`config.mk`:
```
export PLATFORM = sky130hd
export DESIGN_NAME = mem_port_arbiter_flat
export DESIGN_NICKNAME = d
export VERILOG_FILES = /design/src/rtl/mem_port_arbiter_pkg.sv /design/src/rtl/mem_port_arbiter_if.sv /design/src/rtl/mem_port_arbiter_pick.sv /design/src/rtl/mem_port_arbiter.sv /design/src/flat_wrapper.sv
export SDC_FILE = /design/constraint.sdc
export NUM_CORES = 1
export LEC_CHECK = 0
export BUFFER_PORTS_ARGS = -buffer_cell sky130_fd_sc_hd__buf_2
export CAP_MARGIN = 0
export CORE_UTILIZATION = 39
export CTS_CLUSTER_DIAMETER = 40
export DETAILED_ROUTE_END_ITERATION = 8
export PLACE_DENSITY = 0.81
export SLEW_MARGIN = 20
export SYNTH_ARGS = -nofsm -noshare
export SYNTH_HDL_FRONTEND = slang
export SYNTH_SLANG_ARGS = --single-unit
```
`constraint.sdc`:
```
create_clock -name clk -period 1.95 [get_ports clk]
set_clock_uncertainty 0.15 [all_clocks]
set_input_delay 0.0975 -clock clk [delete_from_list [all_inputs] [get_ports clk]]
set_output_delay 0.0975 -clock clk [all_outputs]
set_load 0.01 [all_outputs]
```
`src/rtl/mem_port_arbiter_pkg.sv`:
```
// mem_arb_pkg: shared types and constants for the memory port arbiter.
//   arb_state_e      : arbiter FSM states (IDLE, ISSUE, WAIT, RESP)
//   PORT_F / PORT_D  : requester ids (fetch / load), used for grant and last_grant
//   MEM_LATENCY_MIN/MAX, CNT_W, latency_in_range(): legal Memory latency range
//                      and the wait-counter width that covers it
package mem_arb_pkg;

  typedef enum logic [1:0] {IDLE, ISSUE, WAIT, RESP} arb_state_e;

  localparam logic PORT_F = 1'b0;
  localparam logic PORT_D = 1'b1;

  localparam int MEM_LATENCY_MIN = 1;
  localparam int MEM_LATENCY_MAX = 15;
  localparam int CNT_W           = 4;

  function automatic bit latency_in_range(int lat);
    return (lat >= MEM_LATENCY_MIN) && (lat <= MEM_LATENCY_MAX);
  endfunction

endpackage

```
`src/rtl/mem_port_arbiter_if.sv`:
```
// mem_port_arbiter_if: bundle of the two requester handshakes and the Memory port.
//   f_req/f_addr -> f_rdata/f_rvalid : fetch requester
//   d_req/d_addr -> d_rdata/d_rvalid : load requester
//   mem_addr/mem_rstrb -> mem_rdata  : shared read-only Memory port
//   busy                             : arbiter not idle
// Modports: slave = arbiter side, master = requesters + Memory side.
interface mem_port_arbiter_if #(
  parameter int ADDR_W = 32,
  parameter int DATA_W = 32
);

  logic              f_req;
  logic [ADDR_W-1:0] f_addr;
  logic [DATA_W-1:0] f_rdata;
  logic              f_rvalid;

  logic              d_req;
  logic [ADDR_W-1:0] d_addr;
  logic [DATA_W-1:0] d_rdata;
  logic              d_rvalid;

  logic [ADDR_W-1:0] mem_addr;
  logic              mem_rstrb;
  logic [DATA_W-1:0] mem_rdata;

  logic              busy;

  modport slave (
    input  f_req, f_addr, d_req, d_addr, mem_rdata,
    output f_rdata, f_rvalid, d_rdata, d_rvalid, mem_addr, mem_rstrb, busy
  );

  modport master (
    output f_req, f_addr, d_req, d_addr, mem_rdata,
    input  f_rdata, f_rvalid, d_rdata, d_rvalid, mem_addr, mem_rstrb, busy
  );

endinterface

```
`src/rtl/mem_port_arbiter_pick.sv`:
```
// mem_arb_pick: combinational winner select between fetch and load requests.
//   f_req, d_req : pending requests
//   last_grant   : winner of the previous transaction (alternation history)
//   grant_id     : PORT_F or PORT_D
//   grant_valid  : at least one request pending
// Macro ARB_ROUND_ROBIN_EN: defined -> ties alternate against last_grant;
// undefined -> fixed priority, load (D) always beats fetch (F).
module mem_arb_pick
  import mem_arb_pkg::*;
(
  input  logic f_req,
  input  logic d_req,
  input  logic last_grant,
  output logic grant_id,
  output logic grant_valid
);

`ifdef ARB_ROUND_ROBIN_EN
  always_comb begin
    grant_valid = f_req | d_req;
    grant_id    = PORT_F;
    if (f_req && d_req) begin
      grant_id = ~last_grant;
    end else if (d_req) begin
      grant_id = PORT_D;
    end
  end
`else
  // History is irrelevant under fixed priority.
  logic unused_last_grant;
  assign unused_last_grant = last_grant;

  always_comb begin
    grant_valid = f_req | d_req;
    grant_id    = d_req ? PORT_D : PORT_F;
  end
`endif

endmodule

```
`src/rtl/mem_port_arbiter.sv`:
```
// mem_port_arbiter: shares one read-only Memory port between the fetch unit (F)
// and the load unit (D). One transaction at a time:
//   IDLE -> ISSUE (mem_rstrb) -> WAIT (MEM_LATENCY-1 cycles) -> RESP (rvalid).
// Ports:
//   clk    : system clock, posedge
//   resetn : asynchronous active-low reset
//   bus    : mem_port_arbiter_if.slave (requester handshakes, Memory port, busy)
// Parameters: ADDR_W, DATA_W, MEM_LATENCY (1..15).
// Macro ARB_ROUND_ROBIN_EN selects the tie policy inside mem_arb_pick.
module mem_port_arbiter
  import mem_arb_pkg::*;
#(
  parameter int ADDR_W      = 32,
  parameter int DATA_W      = 32,
  parameter int MEM_LATENCY = 1
) (
  input  logic             clk,
  input  logic             resetn,
  mem_port_arbiter_if.slave bus
);

  if (!latency_in_range(MEM_LATENCY)) begin : g_latency_range
    $error("mem_port_arbiter: MEM_LATENCY must be within 1..15");
  end

  arb_state_e        state, state_d;
  logic [CNT_W-1:0]  cnt, cnt_d;
  logic              issue;
  logic              grant_id;
  logic              grant_valid;
  // Holds the winner of the transaction in flight; also the alternation history.
  logic              last_grant;
  logic [ADDR_W-1:0] win_addr;
  logic [DATA_W-1:0] rdata;

  mem_arb_pick u_pick (
    .f_req       (bus.f_req),
    .d_req       (bus.d_req),
    .last_grant  (last_grant),
    .grant_id    (grant_id),
    .grant_valid (grant_valid)
  );

  assign win_addr = (grant_id == PORT_D) ? bus.d_addr : bus.f_addr;

  always_comb begin
    state_d = state;
    cnt_d   = cnt;
    issue   = 1'b0;
    unique case (state)
      IDLE: begin
        if (grant_valid) begin
          state_d = ISSUE;
          issue   = 1'b1;
        end
      end
      ISSUE: begin
        cnt_d   = CNT_W'(MEM_LATENCY - 1);
        state_d = (MEM_LATENCY == 1) ? RESP : WAIT;
      end
      WAIT: begin
        cnt_d = cnt - CNT_W'(1);
        if (cnt == CNT_W'(1)) begin
          state_d = RESP;
        end
      end
      RESP: begin
        state_d = IDLE;
      end
      default: begin
        state_d = IDLE;
      end
    endcase
  end

  // Registered Memory request: strobe is high exactly in the ISSUE cycle.
  always_ff @(posedge clk or negedge resetn) begin
    if (!resetn) begin
      state         <= IDLE;
      cnt           <= '0;
      last_grant    <= PORT_F;
      bus.mem_addr  <= '0;
      bus.mem_rstrb <= 1'b0;
    end else begin
      state         <= state_d;
      cnt           <= cnt_d;
      bus.mem_rstrb <= issue;
      if (issue) begin
        last_grant   <= grant_id;
        bus.mem_addr <= win_addr;
      end
    end
  end

  // Response: data is a straight pass-through, qualified only by rvalid.
  assign rdata        = bus.mem_rdata;
  assign bus.f_rdata  = rdata;
  assign bus.d_rdata  = rdata;
  assign bus.f_rvalid = (state == RESP) && (last_grant == PORT_F);
  assign bus.d_rvalid = (state == RESP) && (last_grant == PORT_D);
  assign bus.busy     = (state != IDLE);

endmodule

```
`src/flat_wrapper.sv`:
```
// flat-port wrapper written by rule: the top's interface ports become plain ports
module mem_port_arbiter_flat import mem_arb_pkg::*;
#(
  parameter int ADDR_W      = 32,
  parameter int DATA_W      = 32,
  parameter int MEM_LATENCY = 1
)
  (clk, resetn, bus_f_req, bus_f_addr, bus_d_req, bus_d_addr, bus_mem_rdata, bus_f_rdata, bus_f_rvalid, bus_d_rdata, bus_d_rvalid, bus_mem_addr, bus_mem_rstrb, bus_busy);
  mem_port_arbiter_if #(.ADDR_W(ADDR_W), .DATA_W(DATA_W)) bus_i ();
  input  logic clk;
  input  logic resetn;
  input wire logic [$bits(bus_i.f_req)-1:0] bus_f_req;
  input wire logic [$bits(bus_i.f_addr)-1:0] bus_f_addr;
  input wire logic [$bits(bus_i.d_req)-1:0] bus_d_req;
  input wire logic [$bits(bus_i.d_addr)-1:0] bus_d_addr;
  input wire logic [$bits(bus_i.mem_rdata)-1:0] bus_mem_rdata;
  output wire logic [$bits(bus_i.f_rdata)-1:0] bus_f_rdata;
  output wire logic [$bits(bus_i.f_rvalid)-1:0] bus_f_rvalid;
  output wire logic [$bits(bus_i.d_rdata)-1:0] bus_d_rdata;
  output wire logic [$bits(bus_i.d_rvalid)-1:0] bus_d_rvalid;
  output wire logic [$bits(bus_i.mem_addr)-1:0] bus_mem_addr;
  output wire logic [$bits(bus_i.mem_rstrb)-1:0] bus_mem_rstrb;
  output wire logic [$bits(bus_i.busy)-1:0] bus_busy;
  assign bus_i.f_req = bus_f_req;
  assign bus_i.f_addr = bus_f_addr;
  assign bus_i.d_req = bus_d_req;
  assign bus_i.d_addr = bus_d_addr;
  assign bus_i.mem_rdata = bus_mem_rdata;
  assign bus_f_rdata = bus_i.f_rdata;
  assign bus_f_rvalid = bus_i.f_rvalid;
  assign bus_d_rdata = bus_i.d_rdata;
  assign bus_d_rvalid = bus_i.d_rvalid;
  assign bus_mem_addr = bus_i.mem_addr;
  assign bus_mem_rstrb = bus_i.mem_rstrb;
  assign bus_busy = bus_i.busy;
  mem_port_arbiter #(.ADDR_W(ADDR_W), .DATA_W(DATA_W), .MEM_LATENCY(MEM_LATENCY)) u_core (.clk(clk), .resetn(resetn), .bus(bus_i));
endmodule
```
==> flow_metrics.py <==
metrics = {
    "layout": {
        "nets": 452,
        "num-fill-cells": 517,
        "drive_gt1_share_pct": 33.3,
        "diodes": 0,
        "multi_input_area_um2": 812,
        "syn_to_final_growth_pct": 35.3,
        "final_cell_mix": "buf_2, dlygate4sd3_1, dfrtp_1",
        "final_area_mm2": 0.00322,
        "final_util_pct": 54.7,
        "regArea_mm2": 0.00100,
        "instances_no_fill": 423,
        "layout_commonest_cell": "buf_2",
    },
    "drt": {
        "drc": 0,
        "routed_wl_mm": 5.64,
        "ant_nets": 0,
        "vias_per_cell": 4.63,
        "vias": 1960,
        "wl_per_cell_um": 13.3,
        "drtIter0Drc": 50,
        "dr.pass1.iters": 4,
    },
    "setup_path": {
        "path_class": "flop to flop",
        "crit_arrival_ns": 1.79,
        "path_delay_family": "flip-flops",
        "critPathMaxStageDelay_ns": 0.38,
        "cp_max_fo": 4,
        "critPathRequiredTime_ns": 1.97,
        "start_kind": "flop",
        "path_buf_inv": 2,
        "cp_slowest_cell": "dfrtp_1",
        "cp-end-kind": "flop",
        "path_cells": "inv_1 -> ha_1 -> inv_2 -> o32a_1 -> mux2_1",
    },
    "sta": {
        "rsz0062_at_grt": "false",
        "drv_slew": 0,
        "max-slew-margin-rel_pct": 40.5,
        "period_share_pct": 90.8,
        "max_freq_mhz": 565,
        "finalHoldViolCount": 0,
        "tns_ns": 0,
        "report.final.setup_viol": 0,
        "worst_pin_slew_ns": 0.892,
        "post-route-min-period_ns": 1.77,
    },
    "die": {
        "die_y_um": 80.1,
        "placementRows": 28,
        "num_io_pins": 200,
        "start_util_pct": 40.4,
        "die-area_mm2": 0.00642,
        "die_w_um": 80.1,
        "coreArea_mm2": 0.00589,
    },
    "clock_network": {
        "hold_buffers": 65,
        "cts_resized": 0,
        "cts_max_level": 2,
        "cts_root_buf": "clkbuf_8",
        "numCtsBuffers": 5,
        "clkLatencyLatePin_ns": 0.28,
        "cts.path.max_buffers": 2,
        "clk_pin_slew_ns": 0.07,
        "cts_tree": "yes",
        "cts_setup_buffers": 0,
        "cts_sinks": 40,
    },
    "grt": {
        "grt_max_degree": 41,
        "overflow": 0,
        "grt_pass1_wl_mm": 8.56,
        "grt_pass1_vias": 1997,
        "grt.total_usage_pct": 17.6,
        "antenna_found_initial": 0,
    },
    "power": {
        "switching_share_pct": 37.3,
        "clkPwrFrac_pct": 15.5,
        "p_total_mw": 3.58,
        "p_sw_mw": 1.34,
        "seqPwrFrac_pct": 39.6,
        "combinationalPowerShare_pct": 44.9,
        "p_per_area_mw_per_mm2": 1110,
        "max-vdd-ir-drop_uv": 612,
        "power.internal_mw": 2.25,
        "power.leakage_nw": 1.70,
    },
    "yosys": {
        "synth-async-reset-ratio_pct": 100,
        "ys_ff_latch": 40,
        "synth_fp_nets": 348,
        "synth-edff-count": 0,
        "seq_area_frac_synth_pct": 42.1,
        "syn_area_mm2": 0.00238,
        "synth_ff_type": "dfrtp_1",
        "synth_area_per_cell_um2": 9.79,
        "yosysWarnings": 0,
        "synth_cell_types": 22,
        "netlist_instances": 243,
    },
    "outcome": {
        "outcome": "completed",
    },
    "place": {
        "routabilityCongestion": 0.762,
        "io_buffers": 103,
        "hpwlAfterDp_mm": 3.42,
        "dpl.cell_count": 350,
        "post_dp_cell_area_mm2": 0.00248,
    },
    "job": {
        "maxCapViolations": 0,
    },
    "min_path": {
        "hold_class": "primary input to flop",
    },
}
-- Yosys cell counts (2+ instances only) --
cell type,instances,area [um2]
o21ai_1,36,180
mux2i_1,34,340
a22o_1,2,17.5
buf_4,68,510
inv_2,2,7.51
dfrtp_1,40,1000
nand2_1,34,128
buf_2,5,25.0
ha_1,5,62.6
inv_1,5,18.8
-- layer usage --
metal / vias to the layer above / part of all wire (%) / GRT usage, %
li1: 945 / - / -
met1: 903 / 36 / 17.0
met2: 84 / 54 / 34.1
met3: 28 / 6.5 / 3.98
met4: 0 / 3.4 / 9.64
met5: - / 0 / 0
-- per-stage QoR --
| stage | hold WS [ns] | setup slack (ns) |
|---|---|---|
| floorplan | -0.348 | 0.302 |
| global placement | 0.0451 | 0.248 |
| detailed placement | 0.0451 | 0.187 |
| CTS | 0.00487 | 0.175 |
| global route | 0.00729 | 0.120 |
| finish | 0.0146 | 0.180 |
-- power by group through the flow --
stage / registers (mW) / logic, mW / clock network [mW]
final: 1.42 / 1.61 / 0.556
after global routing: 1.45 / 1.80 / 0.609
after CTS: 1.41 / 1.60 / 0.580
after detailed placement: 1.42 / 1.49 / 0
after global placement: 1.41 / 1.42 / 0
after floorplan: 1.57 / 0.878 / 0
-- final cells by class --
type                       count  area share [%]
tap                           75            2.91
inverter                       7           0.816
timing repair buffer         172            37.2
clock buffer                   8            2.80
multi-input combinational    121            25.2
sequential                    40            31.1
-- worst register-to-register path, stage by stage, from the launching register on --
cell and delay [ns]:
dfrtp_1 0.38, inv_1 0.10, ha_1 0.28, inv_2 0.05, o32a_1 0.37, mux2_1 0.32
-- path summary, 6_finish.rpt --
kind                                                startpoint                             endpoint  slack, ns  cells after the start
max reg2reg                        u_core.state[0]$_DFFE_PN0P_          u_core.state[1]$_DFFE_PN0P_       0.18                      5
min in group asynchronous                               resetn   u_core.bus.mem_addr[6]$_DFFE_PN0P_       0.32                      2
max in group asynchronous                               resetn   u_core.bus.mem_addr[8]$_DFFE_PN0P_       0.76                      2
min reg2reg                u_core.bus.mem_addr[29]$_DFFE_PN0P_  u_core.bus.mem_addr[29]$_DFFE_PN0P_       0.34                      2
min                                                  bus_f_req        u_core.last_grant$_DFFE_PN0P_       0.01                      3
max                                u_core.state[0]$_DFFE_PN0P_          u_core.state[1]$_DFFE_PN0P_       0.18                      5
-- registers in the layout, summed over array words and instances (netlist names) --
signal	flops
u_core.state	2
u_core.cnt	4
u_core.last_grant	1
u_core.bus.mem_addr	32
u_core.bus.mem_rstrb	1
-- cells by family after synthesis --
kind of cell / share of synthesized area [%]
flops: 42.1
fa+ha+maj: 2.63
mux: 14.8
buf+inv: 24.3
compound gates: 9.10
simple gates: 7.15
No activity file was read; power rests on OpenSTA's default activity.
